[src/rtl/program_loader.sv]
// Framed byte-stream bootloader: parses MAGIC/length/payload/checksum frames,
// writes the payload into program memory and releases the CPU on a good image.
module program_loader #(
  parameter logic [31:0] BASE_ADDR      = 32'h0000_0000,
  parameter int          MEM_BYTES      = 1024,
  parameter int          TIMEOUT_CYCLES = 100000,
  parameter logic [7:0]  MAGIC          = 8'hA5
) (
  input  logic        clk,
  input  logic        reset_n,
  input  logic [7:0]  rx_data,
  input  logic        rx_valid,
  output logic        rx_ready,
  output logic [31:0] write_address,
  output logic [7:0]  write_data,
  output logic        write_enable,
  output logic        cpu_reset_n,
  output logic        load_done,
  output logic        load_error
);
  localparam int IDLE_W = $clog2(TIMEOUT_CYCLES + 1);
  localparam logic [31:0]       MEM_LIMIT = 32'(MEM_BYTES);
  localparam logic [IDLE_W-1:0] IDLE_LAST = IDLE_W'(TIMEOUT_CYCLES - 1);

  typedef enum logic [2:0] {
    S_IDLE, S_LEN, S_DATA, S_CHK, S_DONE, S_ERROR
  } state_t;

  state_t            state;
  logic [31:0]       byte_cnt;
  logic [31:0]       length;
  logic [7:0]        checksum;
  logic [IDLE_W-1:0] idle_cnt;

  logic        xfer;
  logic        is_magic;
  logic        in_frame;
  logic        timed_out;
  logic [31:0] len_next;

  assign xfer      = rx_valid && rx_ready;
  assign is_magic  = xfer && (rx_data == MAGIC);
  assign in_frame  = (state == S_LEN) || (state == S_DATA) || (state == S_CHK);
  assign timed_out = in_frame && !xfer && (idle_cnt == IDLE_LAST);
  // Length arrives LSB first, so each new byte shifts in from the top.
  assign len_next  = {rx_data, length[31:8]};

  always_ff @(posedge clk) begin
    if (!reset_n) begin
      state         <= S_IDLE;
      rx_ready      <= 1'b0;
      write_address <= BASE_ADDR;
      write_data    <= '0;
      write_enable  <= 1'b0;
      cpu_reset_n   <= 1'b0;
      load_done     <= 1'b0;
      load_error    <= 1'b0;
      byte_cnt      <= '0;
      length        <= '0;
      checksum      <= '0;
      idle_cnt      <= '0;
    end else begin
      rx_ready     <= 1'b1;
      write_enable <= 1'b0;

      if (in_frame && !xfer) idle_cnt <= idle_cnt + IDLE_W'(1);
      else                   idle_cnt <= '0;

      case (state)
        S_IDLE: begin
          cpu_reset_n <= 1'b0;
          load_done   <= 1'b0;
          load_error  <= 1'b0;
          if (is_magic) begin
            state    <= S_LEN;
            byte_cnt <= '0;
            length   <= '0;
          end
        end
        S_LEN: begin
          if (xfer) begin
            length        <= len_next;
            checksum      <= '0;
            write_address <= BASE_ADDR;
            if (byte_cnt == 32'd3) begin
              byte_cnt <= '0;
              if (len_next > MEM_LIMIT) state <= S_ERROR;
              else if (len_next == '0)  state <= S_CHK;
              else                      state <= S_DATA;
            end else begin
              byte_cnt <= byte_cnt + 32'd1;
            end
          end
        end
        S_DATA: begin
          if (xfer) begin
            write_enable  <= 1'b1;
            write_data    <= rx_data;
            write_address <= BASE_ADDR + byte_cnt;
            checksum      <= checksum + rx_data;
            if (byte_cnt == length - 32'd1) state <= S_CHK;
            else                            byte_cnt <= byte_cnt + 32'd1;
          end
        end
        S_CHK: begin
          if (xfer) state <= (rx_data == checksum) ? S_DONE : S_ERROR;
        end
        S_DONE: begin
          if (is_magic) begin
            cpu_reset_n <= 1'b0;
            load_done   <= 1'b0;
            state       <= S_LEN;
            byte_cnt    <= '0;
            length      <= '0;
          end else begin
            cpu_reset_n <= 1'b1;
            load_done   <= 1'b1;
          end
        end
        S_ERROR: begin
          cpu_reset_n <= 1'b0;
          if (is_magic) begin
            load_error <= 1'b0;
            state      <= S_LEN;
            byte_cnt   <= '0;
            length     <= '0;
          end else begin
            load_error <= 1'b1;
          end
        end
        default: state <= S_IDLE;
      endcase

      // An inter-byte gap that is too long abandons the frame.
      if (timed_out) state <= S_ERROR;
    end
  end
endmodule

[config.mk]
export PLATFORM = sky130hd
export DESIGN_NAME = program_loader
export DESIGN_NICKNAME = d
export VERILOG_FILES = /design/src/rtl/program_loader.sv
export SDC_FILE = /design/constraint.sdc
export NUM_CORES = 1
export LEC_CHECK = 0
export BUFFER_PORTS_ARGS = -buffer_cell sky130_fd_sc_hd__buf_2
export CAP_MARGIN = 10
export CORE_AREA = 2 2 116 118
export DETAILED_ROUTE_END_ITERATION = 16
export DIE_AREA = 0 0 118 120
export PLACE_DENSITY = 0.84
export SLEW_MARGIN = 20
export SYNTH_ARGS = -nofsm -noshare
export SYNTH_HDL_FRONTEND = slang
export SYNTH_SLANG_ARGS = --single-unit
export TNS_END_PERCENT = 30
[constraint.sdc]
create_clock -name clk -period 3.95 [get_ports clk]
set_input_delay 0.79 -clock clk [delete_from_list [all_inputs] [get_ports clk]]
set_output_delay 0.79 -clock clk [all_outputs]
set_load 0.03 [all_outputs]
==> run metrics <==
outcome=finished, final reports clean; crit path DAT=3960 ps; Yosys reg bits=137; worst skew pair latency=430 ps; Post-Route Utilization=0.6133; Worst Setup End Kind=flip-flop; startpoint type of the worst setup path=flip-flop; final hold violations=0; r2r endpoint=byte_cnt[22]$_SDFFE_PN0P_; pwr dens=373.6 mW/mm2; routed wl met3=1482 um; share of cells above drive strength 1=0.1414; TritonCTS clock tree=yes; Critical Path, Cell by Cell=inv_1 -> ha_1 -> nor4b_1 -> nand2_1 -> or4_1 -> o211ai_1 -> nand3b_1 -> or4_4 -> a21oi_4 -> buf_4 -> nor4_1 -> o21a_1; overall power=0.002974 W; critical path endpoint=byte_cnt[22]$_SDFFE_PN0P_; number of global-route vias before repair=5,942; Synth-to-Final Area Change=13.36%; # port buffers=55; initial core utilization=0.5410; CTS Buffer Depth=2; M1 WL=8062 um; root buffer cell=clkbuf_16; Synth Area per Inst=8.450 um2; Num CTS Buffers=17; CP Max Fanout=22; P_int=0.002304 W; gr usage total=0.2603; Cells after Synth=831; slowest cell on the critical path=or4_4; cts hold-fix bufs=0; Flop pwr share=0.465; max_cap viols=0; Main synth FF type=dfxtp_1; width of the chip=118 um; Mapped Area=0.007022 mm2; final instance area=0.007960 mm2; total length of routed wires=18,280 um; Final setup viols=0; r2r setup slk=310 ps; Sink Count=137; worst r2r src=length[0]$_SDFFE_PN0P_; post-synth cell types=57; io pins=56; Routed Antenna Nets=0; maximum vdd ir drop=0.2748 mV; Placed Area=0.007366 mm2; slowest stage delay, CP=570 ps; Yosys top cell area share=0.3906; Slew HR=0.4899; YS warnings=0; area leader, netlist=dfxtp_1; drt drc=0; Switching Power=0.0006697 W; H-tree depth=4; 1st-pass router iterations=5; clock slew at reported path FFs=60 ps; Req. time, crit path=4270 ps; Layout Skew=7.949 ps; Post-synth EDFFs=0; Iter 0 DRT Violations=524; initial antenna violation count=0; post-synthesis sequential area ratio=0.3906; Min-Delay Path Class=reg -> reg; Post-synth ARST share=0; largest cells by area after synthesis=dfxtp_1 (39%), xnor2_1 (4.4%), a22o_1 (4.2%), a22oi_1 (4.2%), nor2_1 (3.5%); GPL Wtd Cong=0.9911; switching share of power=0.2252; vias per inst=6.190; full die area=0.01416 mm2; drt wl/cell=17.60 um; die height=120 um; Final nets=872; slew at the pin with the worst max-slew slack=760.9 ps; r2r worst-path depth=12; first-pass GRT wire length=29,840 um; Congestion Overflow GR=0; Leakage=2.955 nW; hold slack=453.9 ps; combinational share of power=0.020; number of vias in the routed layout=6,431; Final Max Tran Viols=0; fmax=275.1 MHz; Top Metal Used=met4; Setup CP Type=reg -> reg; # diodes=0; critical path startpoint=length[0]$_SDFFE_PN0P_; Post-Syn Nets=853; largest net degree at the start of global routing=40; period utilisation layout=0.9204; detailed placement HPWL=12,530 um; core area=0.01298 mm2; clock group share of total power=0.514; min cycle time layout=3636 ps; met2 WL=8280 um; row cnt=42
==> repair_timing <==
action	CTS	global route
endpoints found under the setup margin	0	29
resized for setup	0	3
setup buffers	0	0
==> registers in the layout, indices dropped and copies added, names as in the netlist <==
signal and cells:
load_done 1, cpu_reset_n 1, state 3, checksum 8, load_error 1, write_enable 1, idle_cnt 17, write_address 32
write_data 8, byte_cnt 32, rx_ready 1, length 32
==> through the flow <==
step / setup TNS [ps] / worst slack [ps] / instances
after floorplan: 0 / 456.4 / 831
after global placement: 0 / 387.4 / 1007
after detailed placement: 0 / 349.4 / 1007
after CTS: 0 / 273.4 / 1039
after global routing: -31.35 / -13.35 / 1039
final: 0 / 314.4 / 1039
==> area by class of cell <==
cell class | instances | area (um2)
clock buffers | 19 | 452.9
clock inverters | 13 | 120.1
fillers | 1087 | 5020
inverters | 18 | 67.56
multi-input cells | 604 | 3941
flip-flops and latches | 137 | 2743
well taps | 176 | 220.2
repair buffers | 72 | 415.4
==> cells in the mapped netlist, drive strengths merged, types with 25 or more instances <==
library cell	instances
xor2	25
o21ai	29
nor4	27
nand2	57
nor2b	37
nand3	32
xnor2	35
clkbuf	63
a21oi	43
a22o	34
a22oi	39
nor2	66
dfxtp	137
==> routing by layer <==
| metal | up-vias | global-route usage |
|---|---|---|
| li1 | 3071 | - |
| met1 | 3046 | 0.3483 |
| met2 | 275 | 0.4106 |
| met3 | 39 | 0.05466 |
| met4 | 0 | 0.1054 |
| met5 | - | 0 |
==> cells by family (layout without fill, tap and decap cells) <==
logic type | Yosys count | count (layout) | share of synthesized area
adder cells (fa/ha/maj) | 11 | 11 | 0.02067
buffers and inverters | 90 | 122 | 0.05292
flip-flops | 137 | 137 | 0.3906
AND/OR/NAND/NOR | 325 | 325 | 0.2479
AO/OA/AOI/OAI | 202 | 202 | 0.2037
multiplexers | 6 | 6 | 0.009444
XOR/XNOR | 60 | 60 | 0.07484
==> layout by cell type, fill, tap and decap left out, types with 4 or more instances in the layout <==
master / synthesis / layout
nor4_1: 26 / 24
o211ai_1: 7 / 7
o21a_1: 6 / 6
o31ai_1: 7 / 7
ha_1: 10 / 10
buf_2: 3 / 55
and4_1: 5 / 5
nand2b_1: 5 / 5
a21oi_1: 42 / 42
and3_1: 15 / 15
clkbuf_16: 0 / 17
buf_4: 0 / 16
xnor2_1: 35 / 35
mux2i_1: 4 / 4
nor2_1: 65 / 64
xor2_1: 25 / 25
or4_1: 15 / 15
a22oi_1: 39 / 39
dfxtp_1: 137 / 137
a21o_1: 4 / 4
or3_1: 13 / 13
o31a_1: 4 / 4
nor2b_1: 37 / 37
o21ai_0: 29 / 29
nand3_1: 32 / 32
o2111ai_1: 4 / 4
a22o_1: 34 / 34
nand2_1: 57 / 57
a211oi_1: 7 / 7
nor3b_1: 4 / 4
nor4b_1: 5 / 5
inv_1: 18 / 18
a31oi_1: 5 / 5
nand4_1: 13 / 13
nor3_1: 19 / 17
==> worst min-delay path by stage <==
| stage | end | from | slack, ps | cells past startpoint |
|---|---|---|---|---|
| after floorplan | idle_cnt[0]$_SDFF_PN0_ | idle_cnt[0]$_SDFF_PN0_ | 430 | 1 |
| after global placement | write_data[3]$_SDFFE_PN0P_ | write_data[3]$_SDFFE_PN0P_ | 440 | 2 |
| after detailed placement | write_data[0]$_SDFFE_PN0P_ | write_data[0]$_SDFFE_PN0P_ | 450 | 2 |
| after CTS | write_data[0]$_SDFFE_PN0P_ | write_data[0]$_SDFFE_PN0P_ | 450 | 2 |
| after global routing | write_data[7]$_SDFFE_PN0P_ | write_data[7]$_SDFFE_PN0P_ | 480 | 2 |
| final | write_data[3]$_SDFFE_PN0P_ | write_data[3]$_SDFFE_PN0P_ | 450 | 2 |
==> critical path, delay by kind of cell (launching register included) <==
kind                     cells  cell delay [ps]
flip-flops                   1              380
adder cells (fa/ha/maj)      1              310
AO/OA/AOI/OAI                3              480
buffers and inverters        2              340
AND/OR/NAND/NOR              6             2030
==> power by group through the flow <==
stage	Sequential [W]	Combinational [W]	Clock [W]
global placement	0.00141	0.0000585	0
detailed placement	0.00141	0.0000596	0
global route	0.00138	0.0000657	0.00159
floorplan	0.00141	0.0000341	0
finish	0.00138	0.0000607	0.00153
CTS	0.00138	0.0000599	0.00153
Power figures use the tool's default switching activity.
